### src/rtl/instr_encoder_loader.sv
// Packs decoded instruction fields into 32-bit words, buffers them in a small FIFO
// and streams them into instruction memory at sequential addresses.
module instr_encoder_loader #(
  parameter int FIFO_DEPTH = 4,
  parameter int ADDR_W     = 8,
  parameter int BASE_ADDR  = 0
) (
  input  logic              clk,
  input  logic              rst_n,
  input  logic              clear,
  input  logic              in_valid,
  output logic              in_ready,
  input  logic              in_imm_type,
  input  logic [2:0]        in_opsel,
  input  logic              in_mode,
  input  logic [5:0]        in_rs,
  input  logic [5:0]        in_rt,
  input  logic [5:0]        in_rd,
  input  logic [14:0]       in_imm,
  output logic              mem_we,
  input  logic              mem_ready,
  output logic [ADDR_W-1:0] mem_addr,
  output logic [31:0]       mem_wdata,
  output logic              err_pulse,
  output logic [7:0]        err_count,
  output logic [15:0]       words_done,
  output logic              wrapped
);
  localparam int PW = (FIFO_DEPTH > 1) ? $clog2(FIFO_DEPTH) : 1;
  localparam int CW = $clog2(FIFO_DEPTH + 1);
  localparam logic [CW-1:0]     DEPTH_C = CW'(FIFO_DEPTH);
  localparam logic [ADDR_W-1:0] BASE_C  = ADDR_W'(BASE_ADDR);

  typedef struct packed {
    logic        imm_type;
    logic [2:0]  opsel;
    logic        mode;
    logic [5:0]  rs;
    logic [5:0]  rt;
    logic [5:0]  rd;
    logic [14:0] imm;
  } req_t;

  req_t req;
  assign req = '{imm_type: in_imm_type, opsel: in_opsel, mode: in_mode,
                 rs: in_rs, rt: in_rt, rd: in_rd, imm: in_imm};

  // rd[5] is carried implicitly by mode; bit 16 doubles as the immediate-format flag.
  function automatic logic [31:0] encode(input req_t r);
    logic [31:0] w;
    w        = '0;
    w[0]     = r.imm_type;
    w[6:1]   = r.rs;
    w[11:7]  = r.rd[4:0];
    w[12]    = r.mode;
    w[15:13] = r.opsel;
    if (r.imm_type) begin
      w[16]    = 1'b1;
      w[31:17] = r.imm;
    end else begin
      w[23:18] = r.rt;
    end
    return w;
  endfunction

  logic [31:0]   fifo [FIFO_DEPTH];
  logic [PW-1:0] wr_ptr, rd_ptr;
  logic [CW-1:0] count;
  logic          accept, conflict, push, pop;

  assign in_ready  = (count < DEPTH_C);
  assign mem_we    = (count != '0);
  assign mem_wdata = mem_we ? fifo[rd_ptr] : 32'h0;
  assign accept    = in_valid & in_ready;
  assign conflict  = in_rd[5] != in_mode;
  assign push      = accept & ~conflict & ~clear;
  assign pop       = mem_we & mem_ready & ~clear;

  always_ff @(posedge clk) begin
    if (push) fifo[wr_ptr] <= encode(req);
  end

  always_ff @(posedge clk or negedge rst_n) begin
    if (!rst_n) begin
      wr_ptr     <= '0;
      rd_ptr     <= '0;
      count      <= '0;
      mem_addr   <= BASE_C;
      err_pulse  <= 1'b0;
      err_count  <= '0;
      words_done <= '0;
      wrapped    <= 1'b0;
    end else if (clear) begin
      wr_ptr     <= '0;
      rd_ptr     <= '0;
      count      <= '0;
      mem_addr   <= BASE_C;
      err_pulse  <= 1'b0;
      err_count  <= '0;
      words_done <= '0;
      wrapped    <= 1'b0;
    end else begin
      err_pulse <= accept & conflict;
      if (accept && conflict && err_count != 8'hFF) err_count <= err_count + 8'd1;
      if (push) wr_ptr <= wr_ptr + PW'(1);
      if (pop) begin
        rd_ptr   <= rd_ptr + PW'(1);
        mem_addr <= mem_addr + ADDR_W'(1);
        if (mem_addr == '1) wrapped <= 1'b1;
        if (words_done != 16'hFFFF) words_done <= words_done + 16'd1;
      end
      case ({push, pop})
        2'b10:   count <= count + CW'(1);
        2'b01:   count <= count - CW'(1);
        default: count <= count;
      endcase
    end
  end
endmodule

### config.mk
export PLATFORM = sky130hd
export DESIGN_NAME = instr_encoder_loader
export DESIGN_NICKNAME = d
export VERILOG_FILES = /design/src/rtl/instr_encoder_loader.sv
export SDC_FILE = /design/constraint.sdc
export NUM_CORES = 1
export LEC_CHECK = 0
export BUFFER_PORTS_ARGS = -buffer_cell sky130_fd_sc_hd__clkbuf_2
export CAP_MARGIN = 25
export CORE_ASPECT_RATIO = 0.5
export CORE_UTILIZATION = 45
export DETAILED_ROUTE_END_ITERATION = 16
export HOLD_SLACK_MARGIN = 0.02
export PLACE_DENSITY = 0.71
export SYNTH_ARGS = -nofsm -noshare
export SYNTH_HDL_FRONTEND = slang
export SYNTH_SLANG_ARGS = --single-unit
### constraint.sdc
create_clock -name clk -period 7.9 [get_ports clk]
set_clock_uncertainty 0.2 [all_clocks]
set_input_delay 1.185 -clock clk [delete_from_list [all_inputs] [get_ports clk]]
set_output_delay 1.185 -clock clk [all_outputs]
set_load 0.01 [all_outputs]
# == After elaboration in Yosys (flattened, before gate mapping) ==
# Memories as Yosys holds them, arrays and structs flattened.
# Index checks and enable logic that the tools add are counted.
# classes
n_addsub,7
magnitude_cmp,1
eq_ne,6
n_mux,26
bitwise,8
reduce_logical,11
# ops
op,count
two-way mux 16 bit,3
two-way mux 8 bit,6
two-way mux 32 bit,1
adder 16 x 1 -> 16 bit (second input constant),1
adder 8 x 1 -> 8 bit (second input constant),2
inequality test 16 bit (second input constant),1
two-way mux 2 bit,6
two-way mux 6 bit,2
nonzero test 2 bit,5
== test 8 bit (second input constant),1
inequality test 8 bit (second input constant),1
AND 1 bit,6
two-way mux 1 bit,6
one-hot mux 3 bit (2 select lines),1
nonzero test 3 bit,2
adder 2 x 1 -> 2 bit (second input constant),2
AND reduction 2 bit,2
adder 3 x 1 -> 3 bit (second input constant),1
< comparator 3 bit (second input constant),1
two-way mux 3 bit,1
subtractor 3 x 1 -> 3 bit (second input constant),1
== test 2 x 1 -> 1 bit (second input constant),1
== test 2 bit (second input constant),1
logical AND 1 bit,2
other kinds (2),3
# word_totals
regBits,41
ram_bits,128
input_bits,43
output_inout_bits,68
word_cells,68
n_memories,1
# mem_list
name,depth,width,rd,rd_clocked_by_memory_dff,write_ports,line,rtl
fifo,4,32,1,0,1,66,logic [31:0] fifo [FIFO_DEPTH];

# == Depth between registers and ports, before layout ==
# Gate-level depths: netlist of run 1.
# depth
ltp_word,7
ltp_mapped,8

# == Worst setup path after synthesis of run 1 ==
# OpenSTA, ideal clock, no wires.
# synth_path
kind,input port to flip-flop
startpoint,input port clear
endpoint,memory fifo[0][10] (enable)
setup_ps,391
t_arrival_ps,2610
setup_slack_ps,4699
cell_stages,4
cell_sequence,buf_2 -> clkbuf_1 -> nor3_1 -> and2_1
# synth_via
elab_chain_cells,4
# synth_rtl
element,line,rtl
from (decl),10,"input logic clear,"
inverter 1 bit,76,assign push = accept & ~conflict & ~clear;
AND 1 bit,76,
two-way mux 1 bit,80,if (push) fifo[wr_ptr] <= encode(req);
two-way mux 1 bit (implied by the code),80,
to (decl),66,
# Every way passes these cells.

# == Final worst setup path of run 1 ==
# layout_path
startpoint,register rd_ptr[0]
endpoint,output port mem_wdata[21]
# layout_via
elab_chain_cells,2
# layout_rtl
element,line,rtl
from (decl),67,"logic [PW-1:0] wr_ptr, rd_ptr;"
from (signal assigned),107,rd_ptr <= rd_ptr + PW'(1);
memory read (4 x 32 bit),n/a,
two-way mux 32 bit,73,assign mem_wdata = mem_we ? fifo[rd_ptr] : 32'h0;
to (decl),23,"output logic [31:0] mem_wdata,"
# Every way passes these cells.

==> impl_metrics.yaml, run 1 <==
outcome:
  status: "finished clean"
floorplan:
  die_area_mm2: 0.0164
  rows: 32
  initial_utilization_pct: 46.3
  dieHeight_um: 91.2
  die_x_um: 180
  core_area_mm2: 0.0155
  io_pins: 111
setup_path:
  critPathCaptureType: "output pin"
  criticalPathCategory: "reg2out"
  worstSetupStartpointType: "flip-flop"
  r2r_setup_slack_ns: 5.23
  required_ns: 6.51
  reg2reg_depth: 6
  critPathMaxFanout: 24
  cp_data_arrival_time_ns: 2.36
  r2r-start: "count[2]"
  rr_endpoint: "count[2]"
placed_design:
  dp_cells: 761
  gp_routability_congestion: 0.761
  port_buffers: 110
  pre_cts_ws_ns: 4.47
  dp_hpwl_um: 8530
  placed_area_mm2: 0.00792
yosys:
  yosysTopAreaCell: "edfxtp_1"
  ys_seq_area_share_pct: 66.4
  syn_avg_cell_area_um2: 15.4
  async_flop_share_pct: 24.8
  synth_top_area_share_pct: 52.1
  synth_area_mm2: 0.00715
  synth_fp_nets: 516
  syn_inst: 465
  synth_ff_type: "edfxtp_1"
  yosys_warnings: 0
  ys_types: 50
  ys_ff_latch: 165
  synth-edff-count: 124
  netlist_top_cells_area: "edfxtp_1 (52%), dfrtp_1 (14%), mux4_2 (9.8%), nor2b_1 (3.5%), mux2_2 (2.0%)"
routing:
  num_vias: 4216
  antenna_left: 0
  via_per_inst: 5.32
  drt_iter0_markers: 195
  firstDrtPassIters: 4
  wire_per_inst_um: 17.3
  wirelength_um: 13700
  drc: 0
hold_path:
  hp-class: "reg2reg"
  worstHoldPathCells: 2
  min_from: "wrapped"
  min_to: "wrapped"
cts:
  ctsHtreeMaxLevel: 4
  cts_tree: "done"
  cts.sink_count: 165
  clock_latency_ns: 0.42
  post-cts-setup-buffers: 0
  ctsResizeCount: 0
  cts-root-buf: "clkbuf_16"
  clk_pin_slew_ns: 0.06
  hold_buffers: 0
  cts_buffers: 17
  clockBufferDepth: 2
global_routing:
  grt_pass1_vias: 4338
  grt_pass1_wl_um: 22700
  antenna_found_initial: 0
  grt-ovfl-total: 0
  grtUsageTotal_pct: 18.0
  grt_start_max_net_pins: 56
timing:
  fin_ws_ns: 4.16
  drv_slew: 0
  finalHoldViolations: 0
  holdWs_ns: 0.333
  relSlewSlack_pct: 41.4
  rsz0062_at_grt: "no"
  setup_viol: 0
  tightest_slew_ns: 0.880
  fmax_ghz: 0.267
  fin_crit_ns: 3.74
  post-route-period-util_pct: 47.4
  fin_tns_setup_ns: 0
layout:
  syn2layout_area_growth_pct: 19.0
  n_antenna_cell: 0
  fin_nets: 627
  final_area_mm2: 0.00851
  final_layout_size_suffix_gt1_share_pct: 34.5
  final_cells: 793
power:
  ir_worst_vdd_v: 0.000150
  power_leakage_uw: 0.00319
  powerDensity_mw_per_mm2: 273
job:
  max-cap-violations: 0
==> how the worst max path moves through the flow <==
stage               startpoint       endpoint  slack, ns  cells after the start
floorplan                clear    fifo[0][10]       4.70                      4
global placement     mem_ready       count[2]       4.51                      7
detailed placement   mem_ready       count[2]       4.47                      7
CTS                  rd_ptr[0]  mem_wdata[21]       4.08                      4
global route         rd_ptr[0]  mem_wdata[12]       3.98                      4
finish               rd_ptr[0]  mem_wdata[21]       4.16                      4
==> worst max-delay path: stages, from the launching register on <==
cell	delay [ns]
dfrtp_2	0.55
buf_4	0.50
mux4_2	0.58
nor2b_1	0.15
clkbuf_2	0.14
==> cells by family (layout without fill, tap and decap cells) <==
family | Yosys count | count (layout) | synth area share (%)
flops | 165 | 165 | 66.4
simple gates | 152 | 152 | 12.0
xor+xnor | 13 | 13 | 1.70
compound gates | 49 | 49 | 4.44
mux | 46 | 46 | 12.1
buf+inv | 32 | 156 | 1.91
fa+ha+maj | 8 | 8 | 1.50
==> state kept, by name, indices dropped and copies added (netlist names) <==
register	flops
count	3
err_count	8
err_pulse	1
fifo	124
mem_addr	8
rd_ptr	2
words_done	16
wr_ptr	2
wrapped	1
==> cell usage after synthesis (all sizes together) (2+ instances only) <==
cell type  instances
xor2               9
and2              15
o21ai              5
dfrtp             41
a21oi             21
a211oi             4
nor2              28
nor3               7
nand2b             2
or4                5
inv                8
nor4               4
clkbuf            12
nor2b             40
mux2i              2
mux2              13
nor3b              2
xnor2              4
edfxtp           124
or3                4
or2                2
and4               2
nand3             11
ha                 7
nand4              6
buf               12
o31ai              7
or4b               2
and3               5
nand3b             2
mux4              31
nand2             15
o41ai              2
a211o              2
==> power by group <==
group / total (uW) / switching, uW / internal, uW
clock: 827 / 374 / 453
sequential: 1010 / 39.1 / 968
combinational: 491 / 265 / 225
==> placed cells by master (no fill, tap or decap), types with 6 or more instances in the layout <==
cell type	count
a21oi_1	21
and2_1	11
clkbuf_16	17
clkbuf_2	110
dfrtp_1	40
edfxtp_1	124
ha_1	7
inv_1	8
inv_8	6
mux2_2	13
mux4_2	31
nand2_1	15
nand3_1	11
nor2_1	28
nor2b_1	40
o31ai_1	7
xor2_1	8
==> layout make-up <==
cell class | instances | area (um2)
fillers | 1259 | 6940
clock buffers | 18 | 429
clock inverters | 14 | 161
inverters | 8 | 30.0
well taps | 204 | 255
flip-flops and latches | 165 | 4750
multi-input cells | 268 | 2280
repair buffers | 116 | 608
==> layer usage <==
| layer | vias up | track usage (%) | routed length, um |
|---|---|---|---|
| met5 | - | 0 | 0 |
| met4 | 0 | 4.27 | 103 |
| met3 | 10 | 5.54 | 644 |
| met2 | 77 | 28.4 | 6490 |
| met1 | 2123 | 24.4 | 6450 |
| li1 | 2006 | - | - |
==> stage by stage <==
step / total power (uW) / util [%]
final: 2320 / 55.1
after global routing: 2430 / 55.1
after CTS: 2350 / 55.1
after detailed placement: 1530 / 51.3
after global placement: 1520 / 51.1
after floorplan: 1350 / -
No activity file was read; power rests on OpenSTA's default activity.
==> inputs of run 2 (changes only) <==
- ABC_AREA: default -> 1
- PLACE_DENSITY: 0.71 -> 0.73
- clock period: 7.9 -> 3.3 ns (I/O delays scaled with it)
==> impl_metrics.yaml, run 2 <==
outcome:
  status: "finished clean"
layout:
  final_common_cell: "nor2_1"
  final_layout_size_suffix_gt1_share_pct: 20.4
  largest_reg_flops: 124
  syn2layout_area_growth_pct: 19.2
  fin_nets: 899
  largest-register: "fifo"
  n_antenna_cell: 0
  nFillCells: 1396
  layout_common_cells: "nor2_1 (161), edfxtp_1 (124), nand2_1 (121)"
  largestRegisters: "fifo: 124 flops, words_done: 16 flops"
timing:
  fmax_ghz: 0.327
  rsz0062_at_grt: "no"
  relSlewSlack_pct: 48.8
  fin_tns_setup_ns: 0
  fin_ws_ns: 0.240
  post-route-period-util_pct: 92.7
  fin_crit_ns: 3.06
  finalHoldViolations: 0
  tightest_slew_ns: 0.767
  setup_viol: 0
  drv_slew: 0
power:
  ir_worst_vdd_v: 0.000304
  powerDensity_mw_per_mm2: 643
  power_leakage_uw: 0.00363
cts:
  cts_buffers: 17
  clockBufferDepth: 2
  post-cts-setup-buffers: 0
  cts_tree: "done"
  cts.sink_count: 165
  ctsHtreeMaxLevel: 4
  clk_pin_slew_ns: 0.07
  cts-root-buf: "clkbuf_16"
  clock_latency_ns: 0.42
setup_path:
  cp_data_arrival_time_ns: 2.36
  rr_endpoint: "fifo[3][4]"
  worstSetupStartpointType: "flip-flop"
  criticalPathCategory: "reg2out"
  r2r-start: "count[2]"
  reg2reg_depth: 6
  critPathMaxFanout: 32
  crit_path_top_delay_cell: "buf_4"
  cpMostUsedCell: "buf_4"
  r2r_setup_slack_ns: 0.91
  required_ns: 2.60
  critPathCaptureType: "output pin"
  worst_path_largest_cell_delay_ns: 0.37
  path_cells: "buf_4 -> inv_1 -> buf_4 -> nor2_1 -> o21ai_0 -> a21oi_1 -> clkbuf_2"
yosys:
  yosys_warnings: 0
  synth_top_area_share_pct: 50.5
  synth-xor-area-share_pct: 1.07
  syn_inst: 739
  yosysTopAreaCell: "edfxtp_1"
  synth-edff-count: 124
  synth-simple-area-share_pct: 18.5
  yosys.area_share.adder_pct: 1.46
  synth.mux.area_fraction_pct: 0.916
  ys_ff_latch: 165
  synth_fp_nets: 790
  netlist_top_cells_area: "edfxtp_1 (50%), dfrtp_1 (14%), nor2_1 (8.4%), nand2_1 (6.2%), o21ai_0 (5.3%)"
  async_flop_share_pct: 24.8
  syn_avg_cell_area_um2: 9.98
  synth_ff_type: "edfxtp_1"
  synth_compound_gate_area_share_pct: 8.92
  synth_commonest_cells: "nor2_1 (165), edfxtp_1 (124), nand2_1 (121)"
  ys_types: 33
  ys_seq_area_share_pct: 64.4
  synth_top_family_by_area: "simple AND/OR/NAND/NOR gates"
  synth_area_mm2: 0.00737
  synth_most_common_cell: "nor2_1"
floorplan:
  rows: 32
  dieHeight_um: 92.5
  die_area_mm2: 0.0169
  die_x_um: 183
  core_area_mm2: 0.0157
  io_pins: 111
  initial_utilization_pct: 47.0
global_routing:
  grtUsageMet2_pct: 34.6
  grt-ovfl-total: 0
  grt_pass1_vias: 5338
  top_usage_layer: "met2"
  grt_start_max_net_pins: 64
  use_met3_pct: 4.56
  met1_usage_pct: 24.7
  antenna_found_initial: 0
  grtUsageTotal_pct: 19.8
  grt_pass1_wl_um: 26000
placed_design:
  port_buffers: 110
  pre_cts_ws_ns: 0.589
  dp_hpwl_um: 10300
  gp_routability_congestion: 0.850
hold_path:
  min_from: "in_rs[2]"
  hp-class: "in2reg"
  min_to: "fifo[3][3]"
  worstHoldPathCells: 1
routing:
  drc: 0
  via_per_inst: 5.01
  wire_per_inst_um: 14.6
  num_vias: 5420
  firstDrtPassIters: 5
  antenna_left: 0
  wirelength_um: 15800
  drt_iter0_markers: 286
job:
  max-cap-violations: 0
[run 2: changes by cell type in the layout (fill, tap and decap cells not counted), moves of 7 or more]
cell	previous run	this run
nand3_1	11	29
o31ai_1	7	0
nor2b_1	40	0
and2_1	11	0
o21ai_0	5	78
nand2_1	15	121
mux2_2	13	6
a21oi_1	21	38
mux4_2	31	0
nor2_1	28	161
inv_1	8	54
[run 2: routing by layer]
layer / vias to the layer above / wire [um]
li1: 2695 / -
met1: 2593 / 7130
met2: 118 / 7730
met3: 14 / 741
met4: 0 / 148
met5: - / 0
[run 2: worst max path at each step]
stage               from       endpoint  slack (ns)  depth (start not counted)
2_1_floorplan   in_rd[5]    fifo[0][10]        0.33                          6
6_report       rd_ptr[1]   mem_wdata[9]        0.24                          7
5_1_grt        rd_ptr[1]  mem_wdata[11]       0.005                          7
4_1_cts        rd_ptr[0]  mem_wdata[17]        0.12                          4
3_5_place_dp   rd_ptr[0]  mem_wdata[17]        0.59                          4
3_3_place_gp   rd_ptr[0]  mem_wdata[31]        0.64                          4
[run 2: cell families (layout without fill, tap and decap cells)]
group | count (synthesis) | after routing
muxes | 6 | 6
and+or+nand+nor | 337 | 337
xor gates and xnor gates | 9 | 9
buffers and inverters | 87 | 209
AOI/OAI and AO/OA | 127 | 127
DFF | 165 | 165
adders and majority gates | 8 | 8
[run 2: where the power goes]
part	switching (uW)	internal [uW]
Clock	905	1010
Combinational	884	437
Sequential	89.0	2330
Total	1880	3780
[run 2: final cells by class]
| class | instances | area, um2 | share of cell area, % |
|---|---|---|---|
| clock inverters | 15 | 165 | 1.88 |
| clock buffers | 17 | 425 | 4.84 |
| well taps | 221 | 277 | 3.15 |
| repair buffers | 121 | 656 | 7.46 |
| flip-flops and latches | 165 | 4750 | 54.0 |
| inverters | 56 | 213 | 2.42 |
| multi-input cells | 487 | 2300 | 26.2 |
[run 2: repair_timing]
item                                    CTS  global route
resized for setup                         0             2
hold endpoints to repair                 18             0
hold buffers                              1             0
endpoints found under the setup margin    0             4
[run 2: worst max-delay path, delay by kind of cell (launching register included)]
family	cells	cell delay, ns
AND/OR/NAND/NOR	1	0.17
buffers and inverters	4	1.20
flip-flops	1	0.32
AO/OA/AOI/OAI	2	0.25
[run 2: through the flow]
stage                     util (%)  cell area (um2)  hold slack, ns  power [uW]  std cells
after floorplan                  -             7370       -0.000591        3280        739
after global placement        52.0             8160           0.308        3760       1048
after detailed placement      52.2             8190           0.302        3780       1049
after CTS                     56.0             8790          0.0815        5700       1082
after global routing          56.0             8790          0.0829        5940       1082
final                         56.0             8790          0.0931        5650       1082
==> inputs of run 3 (changes only) <==
- PLACE_DENSITY: 0.73 -> 0.7
- clock period: 3.3 -> 3.97 ns (I/O delays scaled with it)
==> impl_metrics.yaml, run 3 (synthesis results as in run 2) <==
layout:
  fin_nets: 899
  syn2layout_area_growth_pct: 19.8
  final_area_mm2: 0.00884
  largestRegisters: "fifo: 124 flops, words_done: 16 flops"
  layout_common_cells: "nor2_1 (161), edfxtp_1 (124), nand2_1 (121)"
  n_antenna_cell: 0
  final_layout_size_suffix_gt1_share_pct: 20.6
  nFillCells: 1349
  largest_reg_flops: 124
  final_common_cell: "nor2_1"
  largest-register: "fifo"
  final_cells: 1082
placed_design:
  dp_hpwl_um: 10800
  gp_routability_congestion: 0.914
  port_buffers: 110
  dp_cells: 1049
  pre_cts_ws_ns: 1.07
  placed_area_mm2: 0.00822
routing:
  wirelength_um: 16400
  antenna_left: 0
  drt_iter0_markers: 367
  wire_per_inst_um: 15.1
  via_per_inst: 5.05
  drc: 0
  num_vias: 5462
  firstDrtPassIters: 5
hold_path:
  hp-class: "in2reg"
  worstHoldPathCells: 1
timing:
  holdWs_ns: 0.183
  finalHoldViolations: 0
  post-route-period-util_pct: 80.1
  rsz0062_at_grt: "no"
  setup_viol: 0
  fin_tns_setup_ns: 0
  fin_crit_ns: 3.18
  fmax_ghz: 0.314
  drv_slew: 0
  fin_ws_ns: 0.789
  tightest_slew_ns: 0.897
  relSlewSlack_pct: 40.2
setup_path:
  criticalPathCategory: "reg2out"
  reg2reg_depth: 6
  required_ns: 3.17
  cp_data_arrival_time_ns: 2.39
  critPathCaptureType: "output pin"
  r2r_setup_slack_ns: 1.40
  critPathMaxFanout: 32
  worstSetupStartpointType: "flip-flop"
power:
  ir_worst_vdd_v: 0.000332
  p_comb_share_pct: 23.8
  switchingPower_uw: 1600
  p_clk_share_pct: 34.5
  swShare_pct: 33.6
  power_leakage_uw: 0.00364
  power.internal_uw: 3150
  seq_power_share_pct: 41.7
  powerDensity_mw_per_mm2: 538
cts:
  clockBufferDepth: 2
  clk_pin_slew_ns: 0.08
  clock_latency_ns: 0.42
  post-cts-setup-buffers: 0
  cts_buffers: 17
  hold_buffers: 1
  cts_tree: "done"
  ctsHtreeMaxLevel: 4
  cts-root-buf: "clkbuf_16"
  cts.sink_count: 165
  ctsResizeCount: 0
global_routing:
  grt_start_max_net_pins: 64
  grtUsageTotal_pct: 20.4
  grt_pass1_wl_um: 26600
  grt_pass1_vias: 5296
  antenna_found_initial: 0
  grt-ovfl-total: 0
floorplan:
  die_area_mm2: 0.0169
  dieHeight_um: 92.5
  die_x_um: 183
  io_pins: 111
  initial_utilization_pct: 47.0
  rows: 32
  core_area_mm2: 0.0157
job:
  max-cap-violations: 0
outcome:
  status: "finished clean"
## run 3: changes by cell type in the layout (fill, tap and decap cells not counted)
cell and delta:
inv_2 +1, inv_4 -1, inv_12 +1, inv_6 +1, clkinv_1 -1, buf_4 -3, clkinv_4 -2, buf_12 +3
clkinvlp_4 +1
## run 3: stage by stage
stage	utilization [%]	power [uW]
2_1_floorplan	-	2720
3_3_place_gp	52.2	3120
3_5_place_dp	52.4	3150
4_1_cts	56.3	4790
5_1_grt	56.3	4980
6_report	56.3	4750
## run 3: layout make-up
class | instances | area [um2] | share of cell area (%)
flip-flops and latches | 165 | 4750 | 53.8
multi-input cells | 487 | 2300 | 26.1
repair buffers | 121 | 693 | 7.84
clock buffers | 17 | 425 | 4.81
well taps | 221 | 277 | 3.13
inverters | 56 | 210 | 2.38
clock inverters | 15 | 176 | 2.00
## run 3: worst paths after layout
kind                               from            end
max                           rd_ptr[1]  mem_wdata[25]
min                            in_rs[2]     fifo[3][3]
max reg2reg                    count[2]    fifo[2][31]
min reg2reg                err_count[1]   err_count[1]
max in group asynchronous         rst_n      rd_ptr[0]
min in group asynchronous         rst_n  words_done[5]
## run 3: metal layers
layer | track usage (%) | vias to the layer above | share of wire, %
met1 | 27.2 | 2596 | 46
met5 | 0 | - | 0
met2 | 33.7 | 155 | 48
li1 | - | 2696 | -
met3 | 4.40 | 15 | 5.5
met4 | 6.46 | 0 | 0.76
## run 3: power groups by stage
stage / Sequential (uW) / Clock [uW] / Combinational, uW
after detailed placement: 2020 / 0 / 1140
after global routing: 1990 / 1730 / 1260
after global placement: 2020 / 0 / 1110
after floorplan: 2020 / 0 / 709
after CTS: 1980 / 1660 / 1150
final: 1980 / 1640 / 1130
## run 3: worst max-delay path, stage by stage (launching register included)
cell and delay [ns]:
dfrtp_1 0.32, buf_4 0.34, inv_1 0.34, buf_4 0.32, nor2_1 0.13, o21ai_0 0.09
a21oi_1 0.23, clkbuf_2 0.17
